### config.mk
export PLATFORM = sky130hd
export DESIGN_NAME = lcd_bus_driver_flat
export DESIGN_NICKNAME = d
export VERILOG_FILES = /design/src/rtl/lcd_bus_driver_if.sv /design/src/rtl/lcd_bus_driver.sv /design/src/flat_wrapper.sv
export SDC_FILE = /design/constraint.sdc
export NUM_CORES = 1
export LEC_CHECK = 0
export ABC_CLOCK_PERIOD_IN_PS = 2900
export CAP_MARGIN = 20
export CORE_ASPECT_RATIO = 1.25
export CORE_UTILIZATION = 25
export CTS_BUF_LIST = sky130_fd_sc_hd__clkbuf_4 sky130_fd_sc_hd__clkbuf_8 sky130_fd_sc_hd__clkbuf_16
export DETAILED_ROUTE_END_ITERATION = 7
export SLEW_MARGIN = 0
export SYNTH_ARGS = -nofsm -noshare
export SYNTH_HDL_FRONTEND = slang
export SYNTH_SLANG_ARGS = --single-unit
### constraint.sdc
create_clock -name iCLK -period 2.9 [get_ports iCLK]
set_clock_uncertainty 0.15 [all_clocks]
set_input_delay 0.435 -clock iCLK [delete_from_list [all_inputs] [get_ports iCLK]]
set_output_delay 0.435 -clock iCLK [all_outputs]
set_load 0.03 [all_outputs]
### src/rtl/lcd_bus_driver_if.sv
// Handshake and LCD bus bundle between the text sequencer (master) and lcd_bus_driver (slave).
// Signal names keep the established upstream/LCD pin names.
interface lcd_bus_driver_if;
    logic [7:0] iDATA;
    logic       iRS;
    logic       iStart;
    logic       oDone;
    logic       oBusy;
    logic [7:0] LCD_DATA;
    logic       LCD_RS;
    logic       LCD_EN;
    logic       LCD_RW;

    modport master (
        output iDATA, iRS, iStart,
        input  oDone, oBusy, LCD_DATA, LCD_RS, LCD_EN, LCD_RW
    );

    modport slave (
        input  iDATA, iRS, iStart,
        output oDone, oBusy, LCD_DATA, LCD_RS, LCD_EN, LCD_RW
    );
endinterface

### src/rtl/lcd_bus_driver.sv
// HD44780 write-only bus driver: one 9-bit word per start/done handshake, with setup,
// enable pulse, hold and execution wait timed by a single shared down-counter.
module lcd_bus_driver #(
    parameter int T_AS        = 2,
    parameter int T_EN        = 16,
    parameter int T_H         = 2,
    parameter int T_EXEC      = 2000,
    parameter int T_EXEC_LONG = 82000,
    parameter int CW          = 17
) (
    input  logic iCLK,
    input  logic iRST_N,
    lcd_bus_driver_if.slave bus
);

    localparam logic [2:0] S_IDLE   = 3'd0;
    localparam logic [2:0] S_SETUP  = 3'd1;
    localparam logic [2:0] S_ENABLE = 3'd2;
    localparam logic [2:0] S_HOLD   = 3'd3;
    localparam logic [2:0] S_EXEC   = 3'd4;
    localparam logic [2:0] S_DONE   = 3'd5;

    localparam logic [CW-1:0] LD_AS   = CW'(T_AS - 1);
    localparam logic [CW-1:0] LD_EN   = CW'(T_EN - 1);
    localparam logic [CW-1:0] LD_H    = CW'(T_H - 1);
    localparam logic [CW-1:0] LD_EXEC = CW'(T_EXEC - 1);
    localparam logic [CW-1:0] LD_LONG = CW'(T_EXEC_LONG - 1);

    logic [2:0]    state_q, state_d;
    logic [CW-1:0] cnt_q,   cnt_d;
    logic          armed_q, armed_d;
    logic [7:0]    data_q,  data_d;
    logic          rs_q,    rs_d;
    logic          en_q,    en_d;
    logic          done_q,  done_d;
    logic          busy_q,  busy_d;

    logic cnt_zero;
    logic long_cmd;

    assign cnt_zero = (cnt_q == '0);
    // Clear (0x01) and Home (0x02/0x03) instructions need the long execution wait.
    assign long_cmd = !rs_q && (data_q[7:2] == 6'b0);

    always_comb begin
        // NOTE: every always_comb output gets a default first so no path can infer a latch.
        state_d = state_q;
        cnt_d   = cnt_zero ? cnt_q : cnt_q - CW'(1);
        armed_d = armed_q;
        data_d  = data_q;
        rs_d    = rs_q;
        en_d    = en_q;
        done_d  = 1'b0;
        busy_d  = busy_q;

        case (state_q)
            S_IDLE: begin
                if (!bus.iStart) begin
                    armed_d = 1'b1;
                end else if (armed_q) begin
                    data_d  = bus.iDATA;
                    rs_d    = bus.iRS;
                    armed_d = 1'b0;
                    busy_d  = 1'b1;
                    cnt_d   = LD_AS;
                    state_d = S_SETUP;
                end
            end
            S_SETUP: begin
                if (cnt_zero) begin
                    en_d    = 1'b1;
                    cnt_d   = LD_EN;
                    state_d = S_ENABLE;
                end
            end
            S_ENABLE: begin
                if (cnt_zero) begin
                    en_d    = 1'b0;
                    cnt_d   = LD_H;
                    state_d = S_HOLD;
                end
            end
            S_HOLD: begin
                if (cnt_zero) begin
                    cnt_d   = long_cmd ? LD_LONG : LD_EXEC;
                    state_d = S_EXEC;
                end
            end
            S_EXEC: begin
                if (cnt_zero) begin
                    done_d  = 1'b1;
                    state_d = S_DONE;
                end
            end
            S_DONE: begin
                busy_d  = 1'b0;
                state_d = S_IDLE;
            end
            default: begin
                en_d    = 1'b0;
                busy_d  = 1'b0;
                state_d = S_IDLE;
            end
        endcase
    end

    // Async reset also truncates an EN pulse in flight; the aborted word never reports done.
    always_ff @(posedge iCLK or negedge iRST_N) begin
        if (!iRST_N) begin
            state_q <= S_IDLE;
            cnt_q   <= '0;
            armed_q <= 1'b1;
            data_q  <= 8'h00;
            rs_q    <= 1'b0;
            en_q    <= 1'b0;
            done_q  <= 1'b0;
            busy_q  <= 1'b0;
        end else begin
            // NOTE: sequential state uses non-blocking assignments so all flops update together.
            state_q <= state_d;
            cnt_q   <= cnt_d;
            armed_q <= armed_d;
            data_q  <= data_d;
            rs_q    <= rs_d;
            en_q    <= en_d;
            done_q  <= done_d;
            busy_q  <= busy_d;
        end
    end

    assign bus.LCD_DATA = data_q;
    assign bus.LCD_RS   = rs_q;
    assign bus.LCD_EN   = en_q;
    assign bus.LCD_RW   = 1'b0;
    assign bus.oDone    = done_q;
    assign bus.oBusy    = busy_q;

endmodule

### src/flat_wrapper.sv
// flat-port wrapper written by rule: the top's interface ports become plain ports
module lcd_bus_driver_flat 
#(
    parameter int T_AS        = 2,
    parameter int T_EN        = 16,
    parameter int T_H         = 2,
    parameter int T_EXEC      = 2000,
    parameter int T_EXEC_LONG = 82000,
    parameter int CW          = 17
)
  (iCLK, iRST_N, bus_iDATA, bus_iRS, bus_iStart, bus_oDone, bus_oBusy, bus_LCD_DATA, bus_LCD_RS, bus_LCD_EN, bus_LCD_RW);
  lcd_bus_driver_if bus_i ();
  input  logic iCLK;
  input  logic iRST_N;
  input wire logic [$bits(bus_i.iDATA)-1:0] bus_iDATA;
  input wire logic [$bits(bus_i.iRS)-1:0] bus_iRS;
  input wire logic [$bits(bus_i.iStart)-1:0] bus_iStart;
  output wire logic [$bits(bus_i.oDone)-1:0] bus_oDone;
  output wire logic [$bits(bus_i.oBusy)-1:0] bus_oBusy;
  output wire logic [$bits(bus_i.LCD_DATA)-1:0] bus_LCD_DATA;
  output wire logic [$bits(bus_i.LCD_RS)-1:0] bus_LCD_RS;
  output wire logic [$bits(bus_i.LCD_EN)-1:0] bus_LCD_EN;
  output wire logic [$bits(bus_i.LCD_RW)-1:0] bus_LCD_RW;
  assign bus_i.iDATA = bus_iDATA;
  assign bus_i.iRS = bus_iRS;
  assign bus_i.iStart = bus_iStart;
  assign bus_oDone = bus_i.oDone;
  assign bus_oBusy = bus_i.oBusy;
  assign bus_LCD_DATA = bus_i.LCD_DATA;
  assign bus_LCD_RS = bus_i.LCD_RS;
  assign bus_LCD_EN = bus_i.LCD_EN;
  assign bus_LCD_RW = bus_i.LCD_RW;
  lcd_bus_driver #(.T_AS(T_AS), .T_EN(T_EN), .T_H(T_H), .T_EXEC(T_EXEC), .T_EXEC_LONG(T_EXEC_LONG), .CW(CW)) u_core (.iCLK(iCLK), .iRST_N(iRST_N), .bus(bus_i));
endmodule
=== Yosys cells after proc, flatten, opt, wreduce, memory -nomap -nowiden ===
Index checks and enable logic that the tools add are counted.

* Output and inout port bits: 13
* Input bits: 12
* Flip-flop bits (word level): 33

* Reductions and logical operators: 11
* Add/subtract/negate cells: 1
* Bitwise operators: 2
* Equality and inequality tests: 11
* Muxes and demuxes: 24

{| class="wikitable"
|+ Operator list
! operator !! number
|-
| 17-bit 2-to-1 mux || 7
|-
| 17-bit one-hot mux with 4 select lines || 1
|-
| 3-bit 2-to-1 mux || 6
|-
| 17-bit zero test || 1
|-
| 17-bit by 1-bit subtractor with 17-bit output, second input constant || 1
|-
| 3-bit one-hot mux with 5 select lines || 1
|-
| 2-bit by 1-bit inequality test with 1-bit output, second input constant || 5
|-
| 3-bit AND reduction || 3
|-
| 4-bit OR reduction || 2
|-
| 1-bit 2-to-1 mux || 7
|-
| 3-bit by 2-bit equality test with 1-bit output, second input constant || 2
|-
| 3-bit equality test, second input constant || 2
|-
| 6-bit zero test || 1
|-
| 6-bit AND reduction || 1
|-
| 3-bit by 1-bit equality test with 1-bit output, second input constant || 1
|-
| 3-bit zero test || 1
|-
| 1-bit one-hot mux with 3 select lines || 1
|-
| 2-bit inequality test, second input constant || 1
|-
| 1-bit inverter || 2
|-
| 1-bit one-hot mux with 2 select lines || 1
|-
| 1-bit logical AND || 1
|-
| 1-bit zero test || 1
|}

=== Longest topological paths before layout ===
Gate-level depths: netlist of the first run.

* Word-level depth: 5
* Depth in mapped cells: 10

=== Least setup slack after synthesis of the first run ===
No wires, ideal clock.

* Kind: flip-flop to flip-flop
* From: register u_core.cnt_q[0]
* To: register u_core.cnt_q[0]
* Arrival time: 1.874 ns
* Buffers on the path: 2
* Path slack: 0.750 ns
* Cell stages (with the launch flop): 10
* Data required time: 2.624 ns
* Path through: dfrtp_1 inv_1 ha_1 nor4b_1 and4_1 buf_6 inv_6 buf_6 ha_1 o32a_1

* Cells in the longest elaborated chain, start to end: 5

{| class="wikitable"
|+ Ends and longest elaborated chain
! what !! line !! text
|-
| from (decl) || lcd_bus_driver.sv:30 || <nowiki>logic [CW-1:0] cnt_q, cnt_d;</nowiki>
|-
| from (signal assigned) || lcd_bus_driver.sv:121 || <nowiki>cnt_q <= cnt_d;</nowiki>
|-
| 17-bit by 1-bit subtractor with 17-bit output or 17-bit zero test (tied branches) || lcd_bus_driver.sv:48, lcd_bus_driver.sv:41 ||
|-
| 17-bit 2-to-1 mux || lcd_bus_driver.sv:48 || <nowiki>cnt_d = cnt_zero ? cnt_q : cnt_q - CW'(1);</nowiki>
|-
| 17-bit 2-to-1 mux || lcd_bus_driver.sv:60 || <nowiki>end else if (armed_q) begin</nowiki>
|-
| 17-bit 2-to-1 mux || lcd_bus_driver.sv:58 || <nowiki>if (!bus.iStart) begin</nowiki>
|-
| 17-bit one-hot mux with 4 select lines (*) || lcd_bus_driver.sv:56 || <nowiki>case (state_q)</nowiki>
|-
| net u_core.cnt_d[0] || lcd_bus_driver.sv:30 ||
|}

The timed path passes the listed nets; every way through them passes the cells marked *.
A chain may end at the register's enable or synchronous reset.

=== Worst setup path after layout of the first run ===
Ends and elaborated chain as after synthesis.

==> reports/qor.csv, run 1 <==
metric,value,unit
status,finished clean,
worstSetupStartpointType,flip-flop,
syn_area,1760,um^2
clock-sinks,33,
cp-end-kind,flip-flop,
gp_congestion,0.807,
ant_nets,0,
root_buffer,clkbuf_8,
fin_area,2160,um^2
tightest_slew,0.612,ns
setup_tns,0,ns
grt_overflow,0,
drv_cap,0,
hold_class,reg -> reg,
power_density,388,nW/um^2
clkSlewWorstSetupHoldPaths,0.07,ns
crit_required,2.93,ns
hold_viol_final,0,
critPathKind,reg -> reg,
postCtsSetupBuffers,0,
routed_via_density,4.75,
final.fill_count,726,
wl_per_cell,13.5,um
grt_pass1_wl,6340,um
drive_above_1_share,19.3,%
cts_max_level,2,
fp-row-count,33,
first_iter_violations,25,
cts_tree,yes,
cts_buffer_depth,2,
area_delta_synth_final,22.8,%
postCtsResizedCells,0,
synth_edf_count,0,
max-vdd-ir-drop,0.300,mV
dr.pass1.iters,4,
vias,1326,
dieArea,7370,um^2
place_area,2070,um^2
synth_cell_types,55,
syn_inst,166,
worstPathMaxFanout,18,
hold_path_depth,2,
hpwl,2660,um
setup_viol,0,
clock_latency,0.29,ns
antenna_found_initial,0,
rr_worst_depth,7,
avgSynthCellArea,10.6,um^2
pin_count,25,
synth.yosys.seq_area_share,47.0,%
numCtsBuffers,5,
post-route-util,32.3,%
synth_fp_nets,181,
final_nets,206,
critical_path_arrival,2.44,ns
core-area,6690,um^2
start_util,26.3,%
grtUsageTotal,11.0,%
grt_pass1_vias,1343,
n_antenna_cell,0,
placement.io_buffers,23,
async_flop_share,100,%
post-route-min-period,2.41,ns
wl,3770,um
die_h,95.8,um
stdcell_count,279,
p_leak,0.819,nW
max_freq,0.415,GHz
post-route-period-util,83.2,%
max_slew_margin,58.8,%
rsz0062_at_grt,false,
post-place-cells,271,
slew_viol_final,0,
hold_buffers,0,
yosys_warnings,0,
synth-seq-cells,33,
fp.dieW,77,um
drc_errors,0,
grt_max_degree,34,
ys.flop_type,dfrtp_1,
==> critical path, cell delays in order, from the launching register on <==
cell	delay (ns)
dfrtp_1	0.42
inv_1	0.09
ha_1	0.14
nor4b_1	0.39
and4_1	0.50
inv_6	0.14
ha_1	0.31
o32a_1	0.15
==> cell usage after synthesis (all sizes together) (2+ instances only) <==
master,instances,area share [%]
buf,4,2.0
a21oi,5,1.6
a211oi,4,2.6
nor2b,2,0.71
o21ai,13,3.9
nor3,6,2.0
xnor2,7,3.5
nand3,5,1.4
nor4,6,3.3
clkbuf,3,0.64
mux2,10,6.6
ha,3,2.1
dfrtp,32,46
o21a,2,0.85
nor2,18,4.0
nand2,8,1.7
nor4b,2,1.4
or4,2,0.93
xor2,4,2.0
inv,6,1.6
nand4b,2,1.0
a31oi,3,1.1
==> power breakdown <==
| group | leakage, nW | internal [mW] | switching (mW) |
|---|---|---|---|
| Sequential | 0.375 | 0.460 | 0 |
| Combinational | 0.401 | 0.0145 | 0.0136 |
| Clock | 0.0439 | 0.166 | 0.184 |
| Total | 0.819 | 0.640 | 0.197 |
==> path summary, 6_finish.rpt <==
check                                start           endpoint  slack, ns
max in group asynchronous           iRST_N     u_core.armed_q       1.86
hold / removal              u_core.armed_q     u_core.armed_q       0.36
setup / recovery           u_core.cnt_q[0]    u_core.cnt_q[0]       0.49
hold reg to reg             u_core.armed_q     u_core.armed_q       0.36
setup reg to reg           u_core.cnt_q[0]    u_core.cnt_q[0]       0.49
min in group asynchronous           iRST_N  u_core.state_q[0]       0.41
==> layout make-up <==
type / count / area [um^2] / area share [%]
multi-input cells: 120 / 863 / 40.0
flip-flops and latches: 33 / 827 / 38.3
repair buffers: 25 / 245 / 11.4
well taps: 87 / 109 / 5.04
clock buffers: 5 / 68.8 / 3.19
inverters: 6 / 27.5 / 1.28
clock inverters: 3 / 17.5 / 0.812
==> sequential cells by signal (all words and copies together), names as in the netlist <==
| name | count |
|---|---|
| u_core.state_q | 3 |
| u_core.bus.LCD_EN | 1 |
| u_core.bus.oDone | 1 |
| u_core.bus.LCD_RS | 1 |
| u_core.cnt_q | 17 |
| u_core.bus.oBusy | 1 |
| u_core.bus.LCD_DATA | 8 |
| u_core.armed_q | 1 |
==> cells by family after synthesis <==
family / count (synthesis) / synth area share (%)
AND/OR/NAND/NOR: 60 / 20.5
XOR/XNOR: 11 / 5.48
AO/OA/AOI/OAI: 34 / 13.2
multiplexers: 11 / 7.19
buffers and inverters: 13 / 4.20
other: 1 / 0.213
flip-flops: 33 / 47.0
adder cells (fa/ha/maj): 3 / 2.14
==> per-stage QoR <==
stage	power [mW]	worst slack [ns]	hold slack, ns
global route	0.864	0.299	0.389
floorplan	0.473	0.750	-0.0106
CTS	0.843	0.482	0.363
finish	0.837	0.488	0.357
detailed placement	0.498	0.516	0.350
global placement	0.498	0.604	0.336
==> per-layer routing <==
metal | GRT usage, % | routed length [um] | vias up
met4 | 4.72 | 65 | 0
met1 | 13.2 | 1700 | 658
met2 | 19.4 | 1900 | 19
met5 | 0 | 0 | -
li1 | - | - | 644
met3 | 2.09 | 99 | 5
==> layout by cell type (no fill, tap or decap), drive strengths merged, types with 2 or more instances in the layout <==
| cell type | synthesis | final |
|---|---|---|
| nand4b | 2 | 2 |
| clkinv | 0 | 2 |
| nor4b | 2 | 2 |
| a31oi | 3 | 3 |
| xnor2 | 7 | 7 |
| nor2 | 18 | 18 |
| ha | 3 | 3 |
| xor2 | 4 | 4 |
| nand3 | 5 | 5 |
| nand2 | 8 | 8 |
| dfrtp | 32 | 32 |
| inv | 6 | 6 |
| clkbuf | 3 | 5 |
| nor4 | 6 | 6 |
| buf | 4 | 2 |
| a21oi | 5 | 5 |
| clkdlybuf4s50 | 0 | 23 |
| o21a | 2 | 2 |
| nor3 | 6 | 6 |
| mux2 | 10 | 10 |
| o21ai | 13 | 13 |
| nor2b | 2 | 2 |
| or4 | 2 | 2 |
| a211oi | 4 | 4 |
(Power assumes the default switching activity.)
==> run 2: changes to the inputs <==
ABC_CLOCK_PERIOD_IN_PS = 2240   (was 2900)
clock period = 2.24 ns   (was 2.9 ns; I/O delays follow)
==> run 2 against run 1 <==
Register-to-register slack got worse by 0.35 ns. Global-route usage is 0.55 points higher. Hold slack worse by 0.036 ns. Clock power increased by 31%. Final cell count is 4.3% higher. Critical path depth down 2. Utilization increased by 1.6 points. Design area up 4.8%. Clock-buffer cell count is 3 higher. Die area unchanged. Flip-flop and latch count unchanged. Largest cell class unchanged. Highest routed layer unchanged.
==> reports/qor.csv, run 2 (synthesis gave the netlist of run 1 again) <==
metric,value,unit,change
power,1.09,mW,+30%
root_buffer,clkbuf_8,,
wl,3770,um,about the same
grt_max_degree,34,,unchanged
hpwl,2860,um,+7.6%
stdcell_count,291,,+4.3%
max_slew_margin,66.3,%,+7.4 points
path_buf_inv,0,,-2
layout_commonest_cell,dfrtp_1,,
antenna_found_initial,0,,unchanged
placement.io_buffers,23,,unchanged
grtUsageTotal,11.6,%,+0.55 points
highest_layer,met4,,
slew_viol_final,0,,unchanged
critical_path_arrival,2.16,ns,-0.28 ns
grt_pass1_wl,6600,um,+4.1%
first_iter_violations,30,,+20%
clock-sinks,33,,unchanged
routed_via_density,4.73,,-0.44%
area_delta_synth_final,28.7,%,
post-route-period-util,94.0,%,+11 points
clock_latency,0.28,ns,about the same
final_nets,218,,+5.8%
gp_congestion,0.811,,+0.58%
cp_slowest_cell,nor4_1,,
final.fill_count,717,,-1.2%
post-place-cells,283,,+4.4%
wl_met3,154,um,+56%
hold_slack,0.321,ns,-0.0360 ns
cts_max_level,2,,unchanged
critPathKind,reg -> reg,,
final_cell_mix,"dfrtp_1, clkdlybuf4s50_1, nor2_1",,
place_area,2160,um^2,+4.3%
setup_slack,0.134,ns,-0.354 ns
rr_worst_depth,5,,-2
cts_tree,yes,,
r2r_slack,0.13,ns,-0.35 ns
pin_count,25,,unchanged
wl_met2,1960,um,+3.1%
dieArea,7370,um^2,unchanged
hold_class,in -> async,,
cp_top_family,simple AND/OR/NAND/NOR gates,,
ant_nets,0,,unchanged
drv_cap,0,,unchanged
die_h,95.8,um,unchanged
largest_reg_flops,17,,unchanged
wl_per_cell,12.9,um,-4.1%
top_register,u_core.cnt_q,,
max-vdd-ir-drop,0.379,mV,+26%
cp-end-kind,flip-flop,,
setup_tns,0,ns,unchanged
max_freq,0.475,GHz,+15%
rsz0062_at_grt,false,,
p_leak,0.886,nW,+8.1%
fin_area,2260,um^2,+4.8%
path_cells,nor4_1 -> and3b_2 -> nor2b_1 -> nand4b_1 -> a21oi_1,,
numCtsBuffers,5,,unchanged
reg2reg_from,u_core.cnt_q[12],,
core-area,6690,um^2,unchanged
hold_viol_final,0,,unchanged
status,finished clean,,
r2r-end,u_core.cnt_q[7],,
post-route-util,33.8,%,+1.6 points
start_util,26.3,%,unchanged
worstPathMaxFanout,5,,-13
cpPeakStageDelay,0.49,ns,about the same
drc_errors,0,,unchanged
fp-row-count,33,,unchanged
grt_overflow,0,,unchanged
drive_above_1_share,25.0,%,+5.7 points
crit_required,2.30,ns,-0.63 ns
worstSetupStartpointType,flip-flop,,
wl_met1,1550,um,-8.8%
setup_viol,0,,unchanged
post-route-min-period,2.11,ns,-0.306 ns
tightest_slew,0.501,ns,-0.110 ns
fp.dieW,77,um,unchanged
clkSlewWorstSetupHoldPaths,0.06,ns,about the same
n_antenna_cell,0,,unchanged
cts_buffer_depth,2,,unchanged
dp_slack,-0.00259,ns,-0.519 ns
vias,1377,,+3.8%
power_density,481,nW/um^2,+24%
dr.pass1.iters,4,,unchanged
grt_pass1_vias,1470,,+9.5%
==> run 2: changes by cell type in the layout (fill, tap and decap cells not counted) <==
cell / delta
and4_1: -1
and4_4: +1
buf_4: +12
clkbuf_4: +3
clkinv_2: -2
clkinvlp_4: -1
nor4b_1: -1
nor4b_2: +1
==> run 2: report_power, final <==
part | internal, mW | total [mW] | leakage [nW] | switching, mW
combinational | 0.0188 | 0.0366 | 0.462 | 0.0178
sequential | 0.596 | 0.596 | 0.375 | 0
clock | 0.257 | 0.456 | 0.0498 | 0.199
==> run 2: layout make-up <==
cell class                      instances  area (um^2)  area share (%)
Multi-Input combinational cell        120          872            38.6
Sequential cell                        33          827            36.6
Timing Repair Buffer                   37          335            14.8
Tap cell                               87          109            4.81
Clock buffer                            8         91.3            4.04
Inverter                                6         27.5            1.22
==> run 2: timing repair <==
action                                 4_1_cts  5_1_grt
endpoints found under the hold margin        0        0
hold buffers                                 0        0
setup endpoints to repair                    2       10
resized for setup                            1        2
setup buffers                                0        0
==> run 2: worst reg2reg max path, cell delays in order, from the launching register on <==
cell and delay [ns]:
dfrtp_1 0.41, nor4_1 0.49, and3b_2 0.34, nor2b_1 0.26, nand4b_1 0.21, a21oi_1 0.17
==> run 2: how the worst max path moves through the flow <==
stage               cells after the start              end  slack (ns)        startpoint
floorplan                               9  u_core.cnt_q[0]        0.09   u_core.cnt_q[0]
CTS                                     7  u_core.cnt_q[0]        0.04   u_core.cnt_q[1]
global placement                        7  u_core.cnt_q[0]        0.05   u_core.cnt_q[0]
global route                            5  u_core.cnt_q[7]        0.04  u_core.cnt_q[12]
finish                                  5  u_core.cnt_q[7]        0.13  u_core.cnt_q[12]
detailed placement                      7  u_core.cnt_q[0]      -0.003   u_core.cnt_q[1]
==> run 2: layer usage <==
metal,track usage [%],vias up
li1,-,672
met1,12.8,665
met2,20.7,29
met3,2.75,11
met4,6.13,0
met5,0,-
